## config.mk

```make
export PLATFORM = sky130hd
export DESIGN_NAME = lc3b_dcache
export DESIGN_NICKNAME = d
export VERILOG_FILES = /design/src/rtl/lc3b_dcache.sv
export SDC_FILE = /design/constraint.sdc
export NUM_CORES = 1
export LEC_CHECK = 0
export BUFFER_PORTS_ARGS = -buffer_cell sky130_fd_sc_hd__buf_2
export CAP_MARGIN = 0
export CELL_PAD_IN_SITES_DETAIL_PLACEMENT = 1
export CELL_PAD_IN_SITES_GLOBAL_PLACEMENT = 1
export CORE_AREA = 2 2 313 315
export DETAILED_ROUTE_END_ITERATION = 8
export DIE_AREA = 0 0 315 317
export GPL_ROUTABILITY_DRIVEN = 0
export PLACE_DENSITY_LB_ADDON = 0.1
export SLEW_MARGIN = 20
export SYNTH_ARGS = -nofsm -noshare
export SYNTH_HDL_FRONTEND = slang
export SYNTH_SLANG_ARGS = --single-unit
export TNS_END_PERCENT = 50
```

## constraint.sdc

```tcl
create_clock -name clk -period 3.35 [get_ports clk]
set_input_delay 0.1675 -clock clk [delete_from_list [all_inputs] [get_ports clk]]
set_output_delay 0.1675 -clock clk [all_outputs]
set_load 0.02 [all_outputs]
```

## src/rtl/lc3b_dcache.sv

```systemverilog
// lc3b_dcache: direct-mapped write-back write-allocate data cache, 8 sets x 128-bit lines
module lc3b_dcache (
  input  logic         clk,
  input  logic         rst_n,
  input  logic [15:0]  mem_address,
  input  logic         mem_read,
  input  logic         mem_write,
  input  logic [1:0]   mem_wmask,
  input  logic [15:0]  mem_wdata,
  output logic [15:0]  mem_rdata,
  output logic         mem_resp,
  output logic [15:0]  pmem_address,
  output logic         pmem_read,
  output logic         pmem_write,
  output logic [127:0] pmem_wdata,
  input  logic [127:0] pmem_rdata,
  input  logic         pmem_resp
);
  typedef enum logic [1:0] {IDLE, WRITEBACK, FILL} state_t;
  state_t state;
  logic [127:0] data [8];
  logic [8:0] tag [8];
  logic [7:0] valid, dirty;
  logic [2:0] idx, word;
  logic [127:0] line;
  logic hit, req, unused_bit;
  assign idx = mem_address[6:4];
  assign word = mem_address[3:1];
  assign unused_bit = mem_address[0];
  assign line = data[idx];
  assign hit = valid[idx] && tag[idx] == mem_address[15:7];
  assign req = mem_read | mem_write;
  assign mem_resp = state == IDLE && req && hit;
  assign mem_rdata = line[{word, 4'd0} +: 16];
  assign pmem_read = state == FILL;
  assign pmem_write = state == WRITEBACK;
  assign pmem_address = state == WRITEBACK ? {tag[idx], idx, 4'd0} : {mem_address[15:4], 4'd0};
  assign pmem_wdata = line;
  always_ff @(posedge clk) begin
    if (!rst_n) begin
      state <= IDLE;
      valid <= '0;
      dirty <= '0;
    end else begin
      case (state)
        IDLE: begin
          if (mem_resp && mem_write) dirty[idx] <= 1'b1;
          else if (req && !hit) state <= dirty[idx] ? WRITEBACK : FILL;
        end
        WRITEBACK: if (pmem_resp) begin
          dirty[idx] <= 1'b0;
          state <= FILL;
        end
        FILL: if (pmem_resp) begin
          valid[idx] <= 1'b1;
          dirty[idx] <= 1'b0;
          state <= IDLE;
        end
        default: state <= IDLE;
      endcase
    end
  end
  // line storage carries no reset; validity alone decides whether it is meaningful
  always_ff @(posedge clk) begin
    if (rst_n && state == FILL && pmem_resp) begin
      data[idx] <= pmem_rdata;
      tag[idx] <= mem_address[15:7];
    end else if (rst_n && mem_resp && mem_write) begin
      if (mem_wmask[0]) data[idx][{word, 4'd0} +: 8] <= mem_wdata[7:0];
      if (mem_wmask[1]) data[idx][{word, 4'd8} +: 8] <= mem_wdata[15:8];
    end
  end
endmodule

```

==> run summary, run 1 <==
The run finished, with violations left. The final reports fail on negative hold slack. The transition time at the pin with the least slew margin is 1.068 ns. The final setup slack of the worst path is 0.04223 ns. The worst-case reg-to-reg path depth came out at 11. The routing layer with the top usage in global route is met2.

The final setup violation count is 0. Counting every instance in the synthesized netlist gives 2,553. Row generation in the floorplan step produced 114 rows. Each instance of the synthesized netlist takes up on average 17.28 um2. The setup slack after placement is -0.2366 ns.

The number of nets in the layout came out at 3,632. The number of max-slew violations in the final report is 0. The clock skew came out at 0.02101 ns. The width of the chip came out at 315 um. STA puts the critical path data required time at 3.78 ns. Dividing the final minimum period by the clock period gives 98.74%. The final instance area came out at 0.05688 mm2.

The met2 global-route usage came out at 53.08%. After clock tree synthesis, the clock-pin slew on the worst setup and hold paths is 0.06 ns. The tool flagged a number of max-cap violations equal to 0.

The DRC violations left came out at 0. The area growth from synthesis to layout came out at 28.95%. For this run the aggregate overflow at the end of global routing stands at 0. The final count of hold timing violations came to 8. The distinct cell type count after synthesis came out at 63. For this design, the sink count on the clock tree is 1,114.

The maximum number of pins on one net before global-route repair came out at 72. The mapped netlist covers 0.04411 mm2. The async set-or-reset flop fraction in the synthesized netlist came out at 0%. The CTS buffer count came out at 113. The library cells used most frequently in the layout, excluding fill and tap cells, are sky130_fd_sc_hd__edfxtp_1 (1,096), sky130_fd_sc_hd__buf_4 (428), sky130_fd_sc_hd__a22oi_1 (383).

The final critical delay including setup and external delays came out at 3.308 ns. The first global-routing pass estimated 224.2 mm of wire. The number of register bits inferred by synthesis is 1,114.

The area of placed instances came out at 0.05132 mm2. Clock latency on the worst-skew pair, taken at its later pin, is 0.70 ns. The leakage dissipation is 0.02020 uW.

The number of detailed-route iterations in the first pass came out at 6. The total routing resource utilization after global routing is 31.72%. Based on the critical path, the design can be clocked at up to 302.3 MHz. The number of warnings printed during yosys synthesis came out at 0. In this run the power density over the cells is 550.1 mW/mm2.

The met3 track demand over resource came out at 4.826%. The met1 routing resource usage after global routing came out at 41.25%. The post-synthesis sequential area ratio came out at 75.43%. The endpoint arrival time on the critical path is 3.73 ns. The path class of the tightest hold or removal check is in2reg.

In this run the deepest clock path goes through 3 buffers. In this run, synthesis inferred 1,096 flip-flops with an integrated enable. The routed wire length is 160.2 mm. Along the worst path, the maximum fanout reaches 8. The count of H-tree levels built during CTS came out at 3.

In this run the tool buffered the top-level ports with 324 buffer cells. The worst setup path is of the reg2reg kind. Summed over all nets, the half-perimeter wirelength after detailed placement is 107.9 mm. The post-route netlist has 35.69% of its cells at a drive strength greater than 1. The most common library cell in the layout ignoring fill and taps is sky130_fd_sc_hd__edfxtp_1. The number of antenna violations at the first check in global routing is 5. The via count normalized by instance count came out at 6.194. The worst setup path is launched from a flip-flop. The die outline area is 0.09986 mm2. The first routing iteration left 3,336 violations.

The worst-case vdd ir drop is 450.7 uV. The core region is 0.09628 mm2. For this design the top-level I/O count stands at 330. The overall die height is 317 um. The number of routed nets with antenna violations is 0.

The detailed-route wire length per cell is 33.13 um. The number of global-route vias before repair came to 30.75k. The TritonCTS clock tree is built. STA classifies the critical path endpoint as a flip-flop. For this run, the leading register cell type out of synthesis is sky130_fd_sc_hd__edfxtp_1. The vias after detailed routing is 29.95k.

Setup repair after global routing could not meet its margin everywhere. The number of cells traversed by the worst hold path is 3. Headroom to the max-slew limit came out at 28.83%.

In this run the clock root is driven by a sky130_fd_sc_hd__clkbuf_16. The worst hold slack after final layout is -0.002562 ns. The effective utilization at floorplan came out at 45.81%. The summed negative setup slack over all endpoints came out at 0 ns. Counting the fill cells in the layout gives 8,739.
-- per-stage QoR --
stage          util [%]  hold WS (ns)  std cells  total power (uW)
3_5_place_dp      53.30        0.4355       4471             18620
6_report          59.08     -0.002562       4835             31290
2_1_floorplan         -        0.2664       2556             16990
4_1_cts           58.62     0.0005523       4818             31300
3_3_place_gp      53.30        0.4284       4471             18550
5_1_grt           59.06      0.004563       4830             31980
-- cells in the mapped netlist, types with 3 or more instances --
cell / instances / area share, %
sky130_fd_sc_hd__a211oi_1: 14 / 0.24
sky130_fd_sc_hd__a21o_1: 8 / 0.14
sky130_fd_sc_hd__a21oi_1: 88 / 1.0
sky130_fd_sc_hd__a221o_1: 7 / 0.16
sky130_fd_sc_hd__a221oi_1: 42 / 0.83
sky130_fd_sc_hd__a22o_1: 40 / 0.79
sky130_fd_sc_hd__a22oi_1: 383 / 6.5
sky130_fd_sc_hd__a31oi_1: 12 / 0.17
sky130_fd_sc_hd__a41oi_1: 4 / 0.079
sky130_fd_sc_hd__and2_1: 3 / 0.043
sky130_fd_sc_hd__and3_1: 28 / 0.40
sky130_fd_sc_hd__buf_1: 29 / 0.25
sky130_fd_sc_hd__buf_2: 13 / 0.15
sky130_fd_sc_hd__buf_4: 16 / 0.27
sky130_fd_sc_hd__buf_6: 7 / 0.18
sky130_fd_sc_hd__clkbuf_1: 125 / 1.1
sky130_fd_sc_hd__dfxtp_1: 18 / 0.82
sky130_fd_sc_hd__edfxtp_1: 1096 / 75
sky130_fd_sc_hd__ha_1: 10 / 0.28
sky130_fd_sc_hd__inv_1: 27 / 0.23
sky130_fd_sc_hd__mux2_2: 127 / 3.2
sky130_fd_sc_hd__mux2_4: 5 / 0.17
sky130_fd_sc_hd__mux2i_1: 60 / 1.4
sky130_fd_sc_hd__mux4_2: 48 / 2.5
sky130_fd_sc_hd__nand2_1: 29 / 0.25
sky130_fd_sc_hd__nand2b_1: 4 / 0.057
sky130_fd_sc_hd__nand3_1: 41 / 0.47
sky130_fd_sc_hd__nand3_2: 4 / 0.091
sky130_fd_sc_hd__nand3_4: 3 / 0.12
sky130_fd_sc_hd__nand4_1: 80 / 1.1
sky130_fd_sc_hd__nand4_2: 5 / 0.14
sky130_fd_sc_hd__nor2_1: 91 / 0.77
sky130_fd_sc_hd__nor3_1: 8 / 0.091
sky130_fd_sc_hd__nor4_1: 4 / 0.057
sky130_fd_sc_hd__o21a_1: 18 / 0.31
sky130_fd_sc_hd__o21ai_0: 7 / 0.079
sky130_fd_sc_hd__o221ai_1: 6 / 0.12
sky130_fd_sc_hd__o22ai_1: 4 / 0.057
sky130_fd_sc_hd__or3_1: 3 / 0.043
sky130_fd_sc_hd__or3b_2: 3 / 0.060
sky130_fd_sc_hd__xor2_1: 7 / 0.14
-- logic make-up after synthesis --
| logic type | Yosys count | share of synthesized area (%) |
|---|---|---|
| XOR/XNOR | 7 | 0.1390 |
| buffers and inverters | 219 | 2.156 |
| flip-flops | 1114 | 75.43 |
| AND/OR/NAND/NOR | 319 | 4.028 |
| multiplexers | 241 | 7.250 |
| AO/OA/AOI/OAI | 642 | 10.70 |
| adder cells (fa/ha/maj) | 10 | 0.2837 |
| other | 1 | 0.008502 |
-- path summary, 6_finish.rpt --
path,end,slack (ns),from
worst max-delay path,data[4][46],0.04,tag[7][7]
worst min-delay path,data[3][15],-0.003,pmem_rdata[15]
worst max register to register,data[4][46],0.04,tag[7][7]
worst min register to register,valid[0],0.45,valid[0]
-- power by group --
part	total [uW]	internal, uW	switching (uW)
sequential	15400	15400	28.5
combinational	3100	1160	1940
clock	12800	7340	5410
-- what timing repair did --
item                                    in CTS  in global routing
gates resized for setup                      9                 74
pin swaps                                    2                  5
hold buffers                               131                  4
setup buffers                                2                  5
cloned                                       1                  2
hold endpoints to repair                  1026                 27
endpoints found under the setup margin      13                617
-- critical path: stages (launching register included) --
cell and delay (ns):
sky130_fd_sc_hd__edfxtp_1 0.37, sky130_fd_sc_hd__mux4_2 0.49, sky130_fd_sc_hd__mux2i_2 0.20, sky130_fd_sc_hd__xor2_1 0.27, sky130_fd_sc_hd__nand4_1 0.16, sky130_fd_sc_hd__buf_6 0.16, sky130_fd_sc_hd__nor4_4 0.25, sky130_fd_sc_hd__buf_6 0.17
sky130_fd_sc_hd__buf_12 0.15, sky130_fd_sc_hd__and3_2 0.26, sky130_fd_sc_hd__buf_12 0.15, sky130_fd_sc_hd__mux2_2 0.39
-- layout make-up --
cell class              instances  area [um2]  area share, %
repair buffers                974        7890          13.87
multi-input cells            1223       10290          18.08
diodes                          6       15.01        0.02640
inverters                      29       108.9         0.1914
clock buffers                 142        3049          5.361
flip-flops and latches       1114       33270          58.50
clock inverters                71       660.6          1.161
well taps                    1276        1597          2.807
-- sequential cells by signal (all words and copies together), names as in the netlist, named ones only --
name / flops
data: 1024
tag: 72
valid: 8
state: 2
-- layer usage --
| layer | vias to the layer above | wire (um) |
|---|---|---|
| li1 | 12400 | - |
| met5 | - | 11 |
| met3 | 304 | 13080 |
| met1 | 15640 | 61110 |
| met4 | 2 | 7214 |
| met2 | 1599 | 78780 |
(Power assumes the default switching activity.)
==> run 2, diff against run 1 <==
--- a/config.mk
+++ b/config.mk
@@ -9,9 +9,9 @@
 export CAP_MARGIN = 0
 export CELL_PAD_IN_SITES_DETAIL_PLACEMENT = 1
 export CELL_PAD_IN_SITES_GLOBAL_PLACEMENT = 1
-export CORE_AREA = 2 2 313 315
+export CORE_AREA = 2 2 374 265
 export DETAILED_ROUTE_END_ITERATION = 8
-export DIE_AREA = 0 0 315 317
+export DIE_AREA = 0 0 376 267
 export GPL_ROUTABILITY_DRIVEN = 0
 export PLACE_DENSITY_LB_ADDON = 0.1
 export SLEW_MARGIN = 20
==> run 2 against run 1 <==
Against the previous run: the run ends with negative setup slack left; hold slack improved by 0.011 ns; flip-flop and latch count stayed put; clock skew grew 0.0013 ns; via count shrank 0.73%; combinational power fell by 1%; critical path type unchanged; critical endpoint is now data[4][89].
==> run summary, run 2 (synthesis gave the netlist of run 1 again) <==
The width of the chip came out at 376 um. The largest driver fanout on the critical path came out at 16. The cell sitting at the root of the clock tree is a sky130_fd_sc_hd__clkbuf_16.

The count of H-tree levels built during CTS came out at 3. The max-slew headroom at the worst pin is 27.62%. The final design utilization came out at 57.69%. The library cells used most frequently in the layout, excluding fill and tap cells, are sky130_fd_sc_hd__edfxtp_1 (1,096), sky130_fd_sc_hd__a22oi_1 (383), sky130_fd_sc_hd__buf_4 (362). STA puts the critical path data required time at 3.74 ns.

The via count normalized by instance count is 6.268. The element type at the critical path start is a flip-flop. The number of cells traversed by the worst hold path came out at 3. The source-to-sink clock delay at the later pin of the worst-skew pair came out at 0.73 ns. The most critical setup path has its startpoint at tag[3][5]. The number of nets in the layout is 3,559. The number of max-slew violations in the final report came out at 0. The number of global-route vias before repair is 29.31k. The clock skew came out at 0.02232 ns. The detail route stage leaves a number of antenna-violating nets equal to 0. The origin of the worst min-delay path is pmem_rdata[74]. The overflow left after global routing came out at 0. STA classifies the critical path endpoint as a flip-flop. In the routed design, unresolved DRC markers number 0. The final count of hold timing violations is 0. The worst register-to-register path begins at tag[3][5]. Counting the fill cells in the layout gives 8,927. The largest registers in the layout are data (1024), tag (72), valid (8).

In this run, the number of DRC markers left after iteration 0 of detailed routing was 3,965. In the final routed layout, each cell accounts on average for 33.92 um. Setup violations remaining at the end of the flow were counted as 17. The first-pass GRT wire length is 223.7 mm. The clock transition at the registers of the reported paths came out at 0.07 ns.

Counting cells, the worst reg-to-reg path comes to 11. The leakage dissipation came out at 0.01955 uW. In the finished design, the share of the clock period the worst path needs comes to 100.7%. The half-perimeter wire length after detailed placement is 108.9 mm. The area of placed instances is 0.05061 mm2. Data arrives at the worst endpoint at 3.77 ns. The final setup slack of the worst path came out at -0.02398 ns. The core footprint came out at 0.09705 mm2. The number of rows in the core area came out at 96.

The total routing resource utilization after global routing is 31.65%. Leaving out fill and tap cells, the most frequent cell in the layout is sky130_fd_sc_hd__edfxtp_1. The number of cells after detailed placement is 4,401. The max-capacitance violation count is 0. The register-to-register setup slack came out at -0.02 ns. The number of flip-flops under the largest register name is 1,024. Setup repair after global routing could not meet its margin everywhere.

The total power per unit cell area is 541.1 mW/mm2. The overall die height is 267 um. The tightest min-delay check is of the in2reg type.

The routed wire length came out at 160.9 mm. The floorplan step defined a die boundary enclosing 0.1004 mm2. The CTS buffer count is 106. The number of placed I/O pins came out at 330. Based on the critical path, the design can be clocked at up to 296.4 MHz. The final instance area came out at 0.05599 mm2. The worst-case vdd ir drop is 657.2 uV.

The final critical delay including setup and external delays came out at 3.374 ns. The area growth from synthesis to layout came out at 26.94%. The tree built by TritonCTS fans out to 1,114 sinks. The run finished, with violations left. For the pin with the worst max-slew slack, the measured transition is 1.086 ns.

Once layout is complete, the cells apart from fillers number 4,743. TritonCTS built the clock tree. The sequential cell area in the final layout is 0.03327 mm2. The checks that failed: negative setup slack. The fraction of layout cells with a size suffix above 1 is 34.46%.

The maximum number of pins on one net before global-route repair came out at 72. The initial utilization of the core area, before any placement, comes to 45.45%. The critical path is of the reg2reg type.

The last element of the critical path is data[4][89]. The vias after detailed routing is 29.73k. The number of antenna violations at the first check in global routing is 29.

The area of the multi-input gates is 0.01043 mm2. Counting along the longest clock path gives a buffer depth of 3. The number of port buffers came out at 324. In this run the critical register-to-register path is captured at data[4][89]. Counting flops per register, the top entry is data. The number of detailed-route iterations in the first pass came out at 5.
-- run 2: stage by stage --
step	TNS (ns)	setup WS, ns	power (uW)	hold slack (ns)
after floorplan	-13.09	-0.1015	16990	0.2664
after global placement	-144.09	-0.3758	18460	0.4308
after detailed placement	-292.21	-0.4242	18530	0.4369
after CTS	0	0.0007976	30280	0.001419
after global routing	-25.91	-0.1004	31020	0.01132
final	-0.1290	-0.02398	30300	0.008350
-- run 2: per-layer routing --
layer / part of all wire [%] / up-vias / wire [um] / track usage, %
met5: 0.058 / - / 93 / 0
li1: - / 12260 / - / -
met4: 2.0 / 18 / 3246 / 7.049
met2: 45 / 1617 / 72740 / 47.54
met1: 42 / 15620 / 68020 / 46.91
met3: 10 / 221 / 16800 / 7.610
-- run 2: layout make-up --
class / instances / share of cell area (%)
diodes: 7 / 0.03128
clock buffers: 132 / 4.912
repair buffers: 908 / 12.95
well taps: 1274 / 2.847
flip-flops and latches: 1114 / 59.42
inverters: 29 / 0.1944
multi-input cells: 1223 / 18.62
clock inverters: 56 / 1.023
-- run 2: power breakdown --
group | switching (uW) | internal [uW]
clock network | 5280 | 6530
registers | 28.2 | 15400
logic | 1960 | 1100
total | 7270 | 23000
-- run 2: critical path: stages, from the launching register on --
cell,delay [ns]
sky130_fd_sc_hd__edfxtp_1,0.38
sky130_fd_sc_hd__mux4_2,0.50
sky130_fd_sc_hd__mux2i_2,0.21
sky130_fd_sc_hd__xor2_1,0.21
sky130_fd_sc_hd__o2111ai_2,0.16
sky130_fd_sc_hd__buf_6,0.19
sky130_fd_sc_hd__nor4_4,0.30
sky130_fd_sc_hd__buf_12,0.18
sky130_fd_sc_hd__clkbuf_16,0.17
sky130_fd_sc_hd__nand3_4,0.23
sky130_fd_sc_hd__a21oi_1,0.25
sky130_fd_sc_hd__buf_4,0.26
-- run 2: worst min path at each step --
stage,to,slack [ns]
CTS,data[0][117],0.001
finish,data[6][74],0.008
global placement,valid[2],0.43
detailed placement,valid[2],0.44
global route,data[1][74],0.01
floorplan,tag[0][0],0.27
-- run 2: timing repair --
action                                  in CTS  in global routing
gates resized for setup                     15                106
setup buffers                                6                  8
endpoints found under the setup margin      27                728
hold endpoints to repair                   969                 80
hold buffers                               123                 10
gates cloned                                 0                  1
pin swaps                                    3                  4
